[config.mk]
export PLATFORM = sky130hd
export DESIGN_NAME = aes_round_ctrl
export DESIGN_NICKNAME = d
export VERILOG_FILES = /design/src/rtl/aes_round_ctrl.sv
export SDC_FILE = /design/constraint.sdc
export NUM_CORES = 1
export LEC_CHECK = 0
export CAP_MARGIN = 15
export CELL_PAD_IN_SITES_DETAIL_PLACEMENT = 1
export CELL_PAD_IN_SITES_GLOBAL_PLACEMENT = 1
export CORE_ASPECT_RATIO = 0.75
export CORE_MARGIN = 4
export CORE_UTILIZATION = 35
export CTS_CLUSTER_DIAMETER = 50
export DETAILED_ROUTE_END_ITERATION = 8
export PLACE_DENSITY_LB_ADDON = 0.1
export SLEW_MARGIN = 15
export SYNTH_ARGS = -nofsm -noshare
export SYNTH_HDL_FRONTEND = slang
export SYNTH_SLANG_ARGS = --single-unit
[constraint.sdc]
create_clock -name clk -period 2 [get_ports clk]
set_input_delay 0.4 -clock clk [delete_from_list [all_inputs] [get_ports clk]]
set_output_delay 0.4 -clock clk [all_outputs]
set_load 0.01 [all_outputs]
[src/rtl/aes_round_ctrl.sv]
// Purpose: round sequencer for an iterative AES-128/192/256 encryption datapath (INIT, SUB, MIX, ARK, DONE).
// Latency: done is high 1 + (NR-1)*(2+MC_LAT) + 3 cycles after start is sampled, plus one cycle per key stall.
// Backpressure: key_valid low stalls INIT/ARK in place; start is dropped while busy. Optional abort port: AES_ROUND_CTRL_ABORT_EN.
module aes_round_ctrl #(
   parameter int NR     = 10,
   parameter int MC_LAT = 1
) (
   input  logic       clk,
   input  logic       rst_n,
   input  logic       start,
   input  logic       key_valid,
`ifdef AES_ROUND_CTRL_ABORT_EN
   input  logic       abort,
`endif
   output logic       busy,
   output logic       done,
   output logic [3:0] round,
   output logic       st_ld,
   output logic [1:0] st_sel,
   output logic       mc_st
);

   typedef enum logic [2:0] {
      S_IDLE = 3'd0,
      S_INIT = 3'd1,
      S_SUB  = 3'd2,
      S_MIX  = 3'd3,
      S_ARK  = 3'd4,
      S_DONE = 3'd5
   } state_t;

   localparam logic [3:0] NR_L    = 4'(NR);
   localparam logic [1:0] MC_LAST = 2'(MC_LAT - 1);

   // State-register source selects.
   localparam logic [1:0] SEL_IN  = 2'd0;
   localparam logic [1:0] SEL_SB  = 2'd1;
   localparam logic [1:0] SEL_MIX = 2'd2;
   localparam logic [1:0] SEL_KEY = 2'd3;

   state_t     state_q, state_d;
   logic [3:0] round_q, round_d;
   logic [1:0] mix_cnt_q, mix_cnt_d;
   logic       abort_hit;

`ifdef AES_ROUND_CTRL_ABORT_EN
   assign abort_hit = abort;
`else
   assign abort_hit = 1'b0;
`endif

   // Next-state, round index and MixColumns hold counter.
   always_comb begin
      state_d   = state_q;
      round_d   = round_q;
      mix_cnt_d = mix_cnt_q;
      case (state_q)
         S_IDLE: begin
            round_d   = 4'd0;
            mix_cnt_d = 2'd0;
            if (start) begin
               state_d = S_INIT;
            end
         end
         S_INIT: begin
            if (key_valid) begin
               state_d = S_SUB;
               round_d = 4'd1;
            end
         end
         S_SUB: begin
            mix_cnt_d = 2'd0;
            // The final round skips MixColumns.
            state_d   = (round_q == NR_L) ? S_ARK : S_MIX;
         end
         S_MIX: begin
            if (mix_cnt_q == MC_LAST) begin
               state_d   = S_ARK;
               mix_cnt_d = 2'd0;
            end else begin
               mix_cnt_d = mix_cnt_q + 2'd1;
            end
         end
         S_ARK: begin
            if (key_valid) begin
               if (round_q == NR_L) begin
                  state_d = S_DONE;
               end else begin
                  state_d = S_SUB;
                  round_d = round_q + 4'd1;
               end
            end
         end
         S_DONE: begin
            // round reads NR during DONE and clears as IDLE is entered.
            state_d = S_IDLE;
            round_d = 4'd0;
         end
         default: begin
            state_d   = S_IDLE;
            round_d   = 4'd0;
            mix_cnt_d = 2'd0;
         end
      endcase
      // Abort wins over key_valid and the MIX counter.
      if (abort_hit && (state_q != S_IDLE)) begin
         state_d   = S_IDLE;
         round_d   = 4'd0;
         mix_cnt_d = 2'd0;
      end
   end

   // State registers with asynchronous clear.
   always_ff @(posedge clk or negedge rst_n) begin
      if (!rst_n) begin
         state_q   <= S_IDLE;
         round_q   <= 4'd0;
         mix_cnt_q <= 2'd0;
      end else begin
         state_q   <= state_d;
         round_q   <= round_d;
         mix_cnt_q <= mix_cnt_d;
      end
   end

   // Outputs decoded from registered state; only st_ld looks at key_valid.
   always_comb begin
      busy   = (state_q != S_IDLE);
      done   = (state_q == S_DONE);
      round  = round_q;
      mc_st  = (state_q == S_MIX);
      st_ld  = 1'b0;
      st_sel = SEL_IN;
      case (state_q)
         S_INIT: begin
            st_ld  = key_valid;
            st_sel = SEL_IN;
         end
         S_SUB: begin
            st_ld  = 1'b1;
            st_sel = SEL_SB;
         end
         S_ARK: begin
            st_ld  = key_valid;
            st_sel = (round_q == NR_L) ? SEL_KEY : SEL_MIX;
         end
         default: begin
            st_ld  = 1'b0;
            st_sel = SEL_IN;
         end
      endcase
   end

endmodule

==> metrics, run 1 <==
status=finished, final reports clean; CP startpoint kind=flop; per-cell routed wire length=14.3 um; mapped cell area=653 um^2; DR vias/cell=5.19; highest-delay cell along the critical path=dfrtp_1; Die Area=0.00263 mm^2; final wirelength=1850 um; fin crit share=96.2%; Setup TNS Final=0 ns; YS warnings=0; Fin. Hold Viols=0; Worst-Skew Late Latency=0.26 ns; row cnt=13; number of global-route vias before repair=632; critical path data arrival time=1.52 ns; TritonCTS clock tree=built; Worst-Margin Slew=0.428 ns; P&R area growth vs syn=41.2%; Net Count, Synth=89; Total Nets Final=116; asr flop ratio synth=100%; min Tclk post-route=1.92 ns; r2r worst-path depth=5; Slew Viols, Final=0; Mapped Cells=81; initial antenna violation count=0; Int Pwr=585 uW; sw power=409 uW; first-pass GRT wire length=2920 um; worst min-delay path category=in2async; mean area per synthesized cell=8.06 um^2; Die Ht=45.4 um; flops & latches, synth=9; CP endpoint kind=output port; Final ANT Viol Nets=0; fill cell count=211; global-route usage over all layers=14.9%; via count=670; Seq/Total Area, Yosys=34.5%; clock network fraction of design power=13.9%; final antenna diode count=0; Cell Pwr Density=1080 mW/mm^2; CTS sink count=9; DIE WIDTH=57.9 um; Clock Path Buffers=2; placed cell count=124; layout cells sized above 1=22.4%; Post-synth EDFFs=0; I/O Buffers=13; root buffer cell=clkbuf_4; Crit Path Class=reg2out; RSZ-0062 raised after global routing=false; Static Leak=0.000441 uW; 1st-iter DRT viols=9; Cell variety after synth=29; Hold WS=0.444 ns; FMAX=520 MHz; worst clock skew=0.00298 ns; Top-Level Pins=14; CTS Buf Count=3; DRC=0; Comb pwr share=62.4%; leading area contributor after synthesis=dfrtp_1; CTS clk-pin slew, worst paths=0.06 ns; share of power burned in registers=23.7%; Core Area=0.00176 mm^2; gr ovfl total=0; Sw Ratio=41.2%; dpl hpwl=1460 um; MaxCap Viol Count=0; initial core utilization=37.2%; GPL Wtd Cong=0.765; Post-Layout Cell Count=129; Synth top area share=34.5%; WP data required=1.60 ns; final setup vio count=0; Initial DRT Pass Iterations=4; register area=225 um^2; area of the multi-input gates=393 um^2; crit path cell chain=inv_1, ha_2, and3b_2, a21oi_2, nor2_1, dlygate4sd2_1; Max IR drop VDD=0.000546 V; top cells by instance count after synthesis=9 x dfrtp_1, 8 x nor2_1, 8 x o21ai_0; largest net degree at the start of global routing=14; number of H-tree levels=1; CP max FO=3; largest cells by area after synthesis=dfrtp_1 34%, ha_1 7.7%, o21ai_0 6.1%, or3_1 4.8%, nor2_1 4.6%; most frequent cell after synthesis=dfrtp_1; overall power=995 uW; CP max stage delay=0.34 ns; ys flop type=dfrtp_1; worst rel slew slack=71.4%; hold_buf cts=0
-- stage by stage --
step	cell area [um^2]	util [%]	setup WS [ns]
3_5_place_dp	886	50.4	-0.191
3_3_place_gp	886	50.4	-0.163
4_1_cts	911	51.9	0.0000379
2_1_floorplan	653	-	0.333
5_1_grt	922	52.5	0.00209
6_report	922	52.5	0.0769
-- flip-flops by register name, indices dropped and copies added, names as in the netlist --
name / flops
round: 4
mix_cnt_q: 2
state_q: 3
-- worst max-delay path: cells and delay by family, from the launching register on --
family | cells | cell delay, ns
buf+inv | 2 | 0.34
flops | 1 | 0.34
compound gates | 1 | 0.12
simple gates | 2 | 0.27
fa+ha+maj | 1 | 0.19
-- kinds of logic after synthesis --
group | after synthesis | share of synthesized area [%]
AOI/OAI and AO/OA | 21 | 19.2
muxes | 1 | 1.72
buffers and inverters | 11 | 6.90
DFF | 9 | 34.5
and+or+nand+nor | 34 | 28.7
xor gates and xnor gates | 1 | 1.34
adders and majority gates | 4 | 7.66
-- power by group through the flow --
| stage | registers (uW) | logic (uW) | clock network, uW |
|---|---|---|---|
| final | 236 | 620 | 139 |
| after detailed placement | 239 | 632 | 0 |
| after global placement | 237 | 617 | 0 |
| after CTS | 238 | 610 | 143 |
| after floorplan | 251 | 318 | 0 |
| after global routing | 240 | 683 | 151 |
-- layout by cell type, fill, tap and decap left out, types with 4 or more instances in the layout --
cell type        instances
dfrtp_1                  9
nor2_1                   8
nand3_1                  5
a21oi_1                  4
inv_1                    5
or3_1                    5
dlygate4sd2_1            5
o21ai_0                  8
buf_4                   13
clkdlybuf4s50_1          7
-- cell type report --
class                           instances  area share [%]
Multi-Input combinational cell         61            42.6
Timing Repair Buffer                   27            24.7
Sequential cell                         9            24.4
Tap cell                               22            2.99
Clock buffer                            4            2.85
Inverter                                6            2.44
-- per-layer routing --
metal	share of wire [%]	global-route usage, %	routed length (um)	vias up
li1	-	-	-	341
met1	51	20.2	939	321
met2	46	23.0	844	8
met3	3.5	5.67	65	0
met4	0	2.31	0	0
met5	0	0	0	-
-- path summary, 6_finish.rpt --
check | startpoint | end | slack, ns
setup / recovery | round[0]$_DFFE_PN0P_ | st_sel[0] | 0.08
hold / removal | rst_n | state_q[2]$_DFFE_PN0P_ | 0.44
setup reg to reg | state_q[1]$_DFFE_PN0P_ | round[3]$_DFFE_PN0P_ | 0.26
hold reg to reg | mix_cnt_q[1]$_DFFE_PN0N_ | mix_cnt_q[1]$_DFFE_PN0N_ | 0.54
max in group asynchronous | rst_n | mix_cnt_q[1]$_DFFE_PN0N_ | 1.26
min in group clk | mix_cnt_q[1]$_DFFE_PN0N_ | mix_cnt_q[1]$_DFFE_PN0N_ | 0.54
-- timing repair --
action,CTS,global route
hold endpoints to repair,0,0
setup endpoints to repair,6,3
resized for setup,8,6
buffers inserted,0,1
(Power assumes the default switching activity.)
==> run 2: changes to the inputs <==
--- a/config.mk
+++ b/config.mk
@@ -5,6 +5,7 @@
 export SDC_FILE = /design/constraint.sdc
 export NUM_CORES = 1
 export LEC_CHECK = 0
+export ABC_AREA = 1
 export CAP_MARGIN = 15
 export CELL_PAD_IN_SITES_DETAIL_PLACEMENT = 1
 export CELL_PAD_IN_SITES_GLOBAL_PLACEMENT = 1
==> run 2 against run 1 <==
- synthesized area up 7.7%
- final area up 7.9%
- sequential cell count unchanged
- first-iteration DRC count up 56%
- critical path depth down 2
- synthesized cell count up 16%
- cell count up 13%
- register-to-register slack better by 0.44 ns
- largest power group unchanged
==> metrics, run 2 <==
RR Startpoint=round[2]$_DFFE_PN0P_ (was state_q[1]$_DFFE_PN0P_); flops & latches, synth=9 (unchanged); final antenna diode count=0 (unchanged); Synth Area in Compound Gates=2.85% (was 19.2%); number of H-tree levels=1 (unchanged); Fin. Hold Viols=0 (unchanged); largest net degree at the start of global routing=10 (was 14); per-cell routed wire length=12.9 um (was 14.3 um); top cells by instance count after synthesis=29 x nand2_1, 10 x inv_1, 9 x dfrtp_1 (was 9 x dfrtp_1, 8 x nor2_1, 8 x o21ai_0); asr flop ratio synth=100% (unchanged); Slew Viols, Final=0 (unchanged); Final ANT Viol Nets=0 (unchanged); final core occ=54.6% (was 52.5%); first-pass GRT wire length=3060 um (was 2920 um); final wirelength=1890 um (was 1850 um); critical path data arrival time=1.52 ns (about the same); Core Area=0.00182 mm^2 (was 0.00176 mm^2); CTS Buf Count=3 (unchanged); P&R area growth vs syn=41.5% (was 41.2%); leading area contributor after synthesis=dfrtp_1 (unchanged); dpl hpwl=1490 um (was 1460 um); CP startpoint kind=flop (unchanged); MaxCap Viol Count=0 (unchanged); WP data required=1.60 ns (about the same); most frequent cell after synthesis=nand2_1 (was dfrtp_1); TritonCTS clock tree=built (unchanged); CTS clk-pin slew, worst paths=0.06 ns (about the same); CP max FO=6 (was 3); Synth Area in XOR/XNOR=1.25% (was 1.34%); row cnt=13 (unchanged); ys flop type=dfrtp_1 (unchanged); Worst-Margin Slew=0.400 ns (was 0.428 ns); largest cells by area after synthesis=dfrtp_1 32%, nand2_1 15%, nand2_4 8.0%, ha_1 7.1%, nand3_1 5.7% (was dfrtp_1 34%, ha_1 7.7%, o21ai_0 6.1%, or3_1 4.8%, nor2_1 4.6%); 1st-iter DRT viols=14 (was 9); post-synthesis mux area share=0% (was 1.72%); Initial DRT Pass Iterations=4 (unchanged); worst min-delay path category=in2async (unchanged); Final WS setup=0.0754 ns (was 0.0769 ns); YS warnings=0 (unchanged); Seq/Total Area, Yosys=32.0% (was 34.5%); fill cell count=244 (was 211); GPL Wtd Cong=0.808 (was 0.765); Post-synth EDFFs=0 (unchanged); CP endpoint kind=output port (unchanged); most frequent cells in the layout=29 x nand2_1, 13 x buf_4, 10 x inv_1 (was 13 x buf_4, 9 x dfrtp_1, 8 x nor2_1, 8 x o21ai_0, 7 x clkdlybuf4s50_1); I/O Buffers=13 (unchanged); Cell Pwr Density=1090 mW/mm^2 (was 1080 mW/mm^2); mean area per synthesized cell=7.48 um^2 (was 8.06 um^2); mapped cell area=703 um^2 (was 653 um^2); Mapped Cells=94 (was 81); Synth Area in Adders=7.12% (was 7.66%); FMAX=520 MHz (about the same); gr ovfl total=0 (unchanged); Max IR drop VDD=0.000756 V (was 0.000546 V); post-synthesis simple-gate area fraction=49.3% (was 28.7%); Worst-Skew Late Latency=0.25 ns (was 0.26 ns); pre-CTS WS=0.0917 ns (was -0.191 ns); Net Count, Synth=102 (was 89); largest family of logic cells by synthesized area=simple AND/OR/NAND/NOR gates (unchanged); DIE WIDTH=59.8 um (was 57.9 um); Cell variety after synth=19 (was 29); number of global-route vias before repair=625 (was 632); Synth top area share=32.0% (was 34.5%); initial antenna violation count=0 (unchanged); Top-Level Pins=14 (unchanged); status=finished, final reports clean (unchanged); Crit Path Class=reg2out (unchanged); DR vias/cell=4.74 (was 5.19); via count=692 (was 670); initial core utilization=38.6% (was 37.2%); worst rel slew slack=73.3% (was 71.4%); fin crit share=96.2% (about the same); Total Nets Final=133 (was 116); Die Area=0.00280 mm^2 (was 0.00263 mm^2); DRC=0 (unchanged); Static Leak=0.000574 uW (was 0.000441 uW); worst clock skew=0.00204 ns (was 0.00298 ns); global-route usage over all layers=15.3% (was 14.9%); root buffer cell=clkbuf_4 (unchanged); CTS sink count=9 (unchanged); final setup vio count=0 (unchanged); Die Ht=46.8 um (was 45.4 um); Clock Path Buffers=2 (unchanged); layout cells sized above 1=29.0% (was 22.4%); min Tclk post-route=1.92 ns (about the same); max reg flops=4 (unchanged); commonest non-fill, non-tap cell in the layout=nand2_1 (was buf_4); CP Launch Point=state_q[0]$_DFFE_PN0P_ (was round[0]$_DFFE_PN0P_)
## run 2: through the flow
| stage | hold WS, ns | power [uW] | TNS [ns] | cells | cell area [um^2] |
|---|---|---|---|---|---|
| after floorplan | 0.104 | 655 | 0 | 94 | 703 |
| after global placement | 0.536 | 874 | 0 | 135 | 906 |
| after detailed placement | 0.547 | 881 | 0 | 135 | 906 |
| after CTS | 0.445 | 1050 | 0 | 143 | 965 |
| after global routing | 0.472 | 1180 | -0.00449 | 146 | 995 |
| final | 0.439 | 1080 | 0 | 146 | 995 |
## run 2: power by group
part	internal (uW)	leakage [uW]	switching, uW	total, uW
logic	307	0.000441	381	689
registers	219	0.000119	41.5	261
clock network	76.5	0.0000150	57.1	134
total	603	0.000574	480	1080
## run 2: layout make-up
class	instances	area [um^2]	share of cell area [%]
flip-flops and latches	9	228	22.9
clock buffers	4	26.3	2.64
inverters	14	52.6	5.28
well taps	22	27.5	2.77
multi-input cells	71	428	43.0
repair buffers	26	233	23.4
## run 2: cell families (layout without fill, tap and decap cells)
kind of cell	count (synthesis)	after routing
XOR/XNOR	1	1
adder cells (fa/ha/maj)	4	4
AO/OA/AOI/OAI	4	4
AND/OR/NAND/NOR	62	62
buffers and inverters	14	44
flip-flops	9	9
## run 2: what timing repair did
action	in CTS	in global routing
hold buffers	0	0
buffers inserted	4	3
endpoints found under the setup margin	5	4
hold endpoints to repair	0	0
pin swaps	2	0
gates resized for setup	5	3
## run 2: final timing paths
kind / to / slack (ns) / cells past startpoint
setup / recovery: st_sel[1] / 0.08 / 4
hold / removal: mix_cnt_q[1]$_DFFE_PN0N_ / 0.44 / 1
setup reg to reg: round[3]$_DFFE_PN0P_ / 0.70 / 7
hold reg to reg: mix_cnt_q[0]$_DFFE_PN0N_ / 0.55 / 2
max in group asynchronous: state_q[0]$_DFFE_PN0P_ / 1.26 / 1
min in group clk: mix_cnt_q[0]$_DFFE_PN0N_ / 0.55 / 2
## run 2: worst max-delay path, stage by stage (launching register included)
cell,delay [ns]
dfrtp_2,0.46
nor2_4,0.15
nand2_4,0.07
inv_2,0.06
clkdlybuf4s50_1,0.53
## run 2: per-layer routing
| layer | GRT usage, % | vias up | part of all wire, % |
|---|---|---|---|
| met5 | 0 | - | 0 |
| met3 | 2.47 | 4 | 3.3 |
| met2 | 22.0 | 11 | 43 |
| met1 | 22.8 | 323 | 52 |
| met4 | 6.64 | 0 | 1.5 |
| li1 | - | 354 | - |
==> run 3: changes to the inputs <==
==> constraint.sdc (replaced) <==
create_clock -name clk -period 2 [get_ports clk]
set_input_delay 0.5 -clock clk [delete_from_list [all_inputs] [get_ports clk]]
set_output_delay 0.5 -clock clk [all_outputs]
set_load 0.01 [all_outputs]
==> run 3 against run 2 <==
- sequential power is essentially flat
- non-clock buffer count shrank 1
- cell count shrank 0.68%
- hold slack gained 0.10 ns
- wire length grew 6.2%
- sequential share of layout area grew 0.20 points
- setup slack gained 0.020 ns
- count of clock-buffer cells in the layout is the same
- final area shrank 0.88%
- critical path depth grew 2
- global-route usage grew 1.2 points
- register-to-register slack lost 0.14 ns
==> metrics, run 3 (synthesis results as in run 2) <==
Setup TNS Final=0 ns (unchanged); fin crit share=95.3% (was 96.2%); gr ovfl total=0 (unchanged); Fin. Hold Viols=0 (unchanged); worst min-delay path category=in2async (unchanged); Static Leak=0.000541 uW (was 0.000574 uW); Worst-Skew Late Latency=0.25 ns (about the same); worst rel slew slack=72.5% (was 73.3%); DIE WIDTH=59.8 um (unchanged); Worst-Margin Slew=0.411 ns (was 0.400 ns); final wirelength=2010 um (was 1890 um); layout cells sized above 1=30.9% (was 29.0%); per-cell routed wire length=13.8 um (was 12.9 um); placed cell count=137 (was 135); Final ANT Viol Nets=0 (unchanged); pre-CTS WS=-0.109 ns (was 0.0917 ns); Core Area=0.00182 mm^2 (unchanged); root buffer cell=clkbuf_4 (unchanged); Top-Level Pins=14 (unchanged); Clock Path Buffers=2 (unchanged); most frequent cells in the layout=29 x nand2_1, 11 x buf_4, 9 x inv_1 (was 29 x nand2_1, 13 x buf_4, 10 x inv_1); FMAX=525 MHz (was 520 MHz); CTS clk-pin slew, worst paths=0.06 ns (about the same); row cnt=13 (unchanged); Die Area=0.00280 mm^2 (unchanged); number of global-route vias before repair=736 (was 625); TritonCTS clock tree=built (unchanged); final setup vio count=0 (unchanged); CP startpoint kind=flop (unchanged); final antenna diode count=0 (unchanged); via count=677 (was 692); Max IR drop VDD=0.000704 V (was 0.000756 V); initial core utilization=38.6% (unchanged); GPL Wtd Cong=0.830 (was 0.808); P&R area growth vs syn=40.2% (was 41.5%); first-pass GRT wire length=3370 um (was 3060 um); worst reg2reg path endpoint=state_q[2]$_DFFE_PN0P_ (was round[3]$_DFFE_PN0P_); Die Ht=46.8 um (unchanged); DRC=0 (unchanged); dpl hpwl=1610 um (was 1490 um); RR Startpoint=round[0]$_DFFE_PN0P_ (was round[2]$_DFFE_PN0P_); I/O Buffers=13 (unchanged); largest net degree at the start of global routing=10 (unchanged); status=finished, final reports clean (unchanged); overall power=1090 uW (was 1080 uW); hold_buf cts=0 (unchanged); Cell Pwr Density=1100 mW/mm^2 (was 1090 mW/mm^2); Final WS setup=0.0949 ns (was 0.0754 ns); min Tclk post-route=1.91 ns (was 1.92 ns); Slew Viols, Final=0 (unchanged); WP data required=1.50 ns (was 1.60 ns); 1st-iter DRT viols=7 (was 14); Total Nets Final=132 (was 133); number of H-tree levels=1 (unchanged); CP max FO=5 (was 6); global-route usage over all layers=16.6% (was 15.3%); DR vias/cell=4.67 (was 4.74); initial antenna violation count=0 (unchanged); MaxCap Viol Count=0 (unchanged); commonest non-fill, non-tap cell in the layout=nand2_1 (unchanged); Initial DRT Pass Iterations=3 (was 4); reg-to-reg setup timing slack=0.56 ns (was 0.70 ns); r2r worst-path depth=10 (was 7); Hold WS=0.539 ns (was 0.439 ns); RSZ-0062 raised after global routing=false; CP endpoint kind=output port (unchanged); critical path data arrival time=1.41 ns (was 1.52 ns); worst clock skew=0.000519 ns (was 0.00204 ns); Post-Layout Cell Count=145 (was 146); max reg flops=4 (unchanged); Crit Path Class=reg2out (unchanged); CTS sink count=9 (unchanged); CTS Buf Count=3 (unchanged)
-- run 3: layer usage --
metal / wire length (um) / track usage (%) / up-vias
met3: 64 / 2.47 / 4
li1: - / - / 348
met1: 1010 / 23.6 / 314
met4: 28 / 5.31 / 0
met2: 902 / 26.1 / 11
met5: 0 / 0 / -
-- run 3: worst max path at each step --
stage               slack (ns)                    from        end  depth (start not counted)
floorplan                 0.46    round[0]$_DFFE_PN0P_  st_sel[0]                          6
global placement          -0.1               key_valid      st_ld                          4
detailed placement       -0.11               key_valid      st_ld                          4
CTS                       0.02    round[0]$_DFFE_PN0P_  st_sel[0]                          7
global route             0.003  state_q[1]$_DFFE_PN0P_      st_ld                          6
finish                    0.09  state_q[0]$_DFFE_PN0P_      st_ld                          6
-- run 3: final cells by class --
cell class / count / area, um^2
clock buffer: 4 / 26.3
fill: 243 / 836
inverter: 14 / 52.6
multi-input combinational: 71 / 430
sequential: 9 / 228
tap: 22 / 27.5
timing repair buffer: 25 / 221
-- run 3: repair_timing --
item / CTS / global route
resized for setup: 10 / 3
endpoints found under the setup margin: 6 / 2
setup buffers: 2 / 2
pin swaps: 0 / 1
gates cloned: 0 / 0
-- run 3: power breakdown --
part / leakage (uW) / internal (uW) / switching, uW
Sequential: 0.000119 / 220 / 39.8
Combinational: 0.000407 / 289 / 402
Clock: 0.0000150 / 76.6 / 58.4
Total: 0.000541 / 585 / 500
-- run 3: stage by stage --
step                cell area (um^2)  util, %
CTS                              973     53.4
global route                     986     54.1
floorplan                        703        -
global placement                 921     50.5
finish                           986     54.1
detailed placement               921     50.5
-- run 3: critical path: stages, from the launching register on --
cell           delay [ns]
dfrtp_2              0.43
buf_4                0.17
nand3_2              0.11
nand2_4              0.07
nand2_1              0.06
nand2_1              0.04
dlygate4sd2_1        0.27
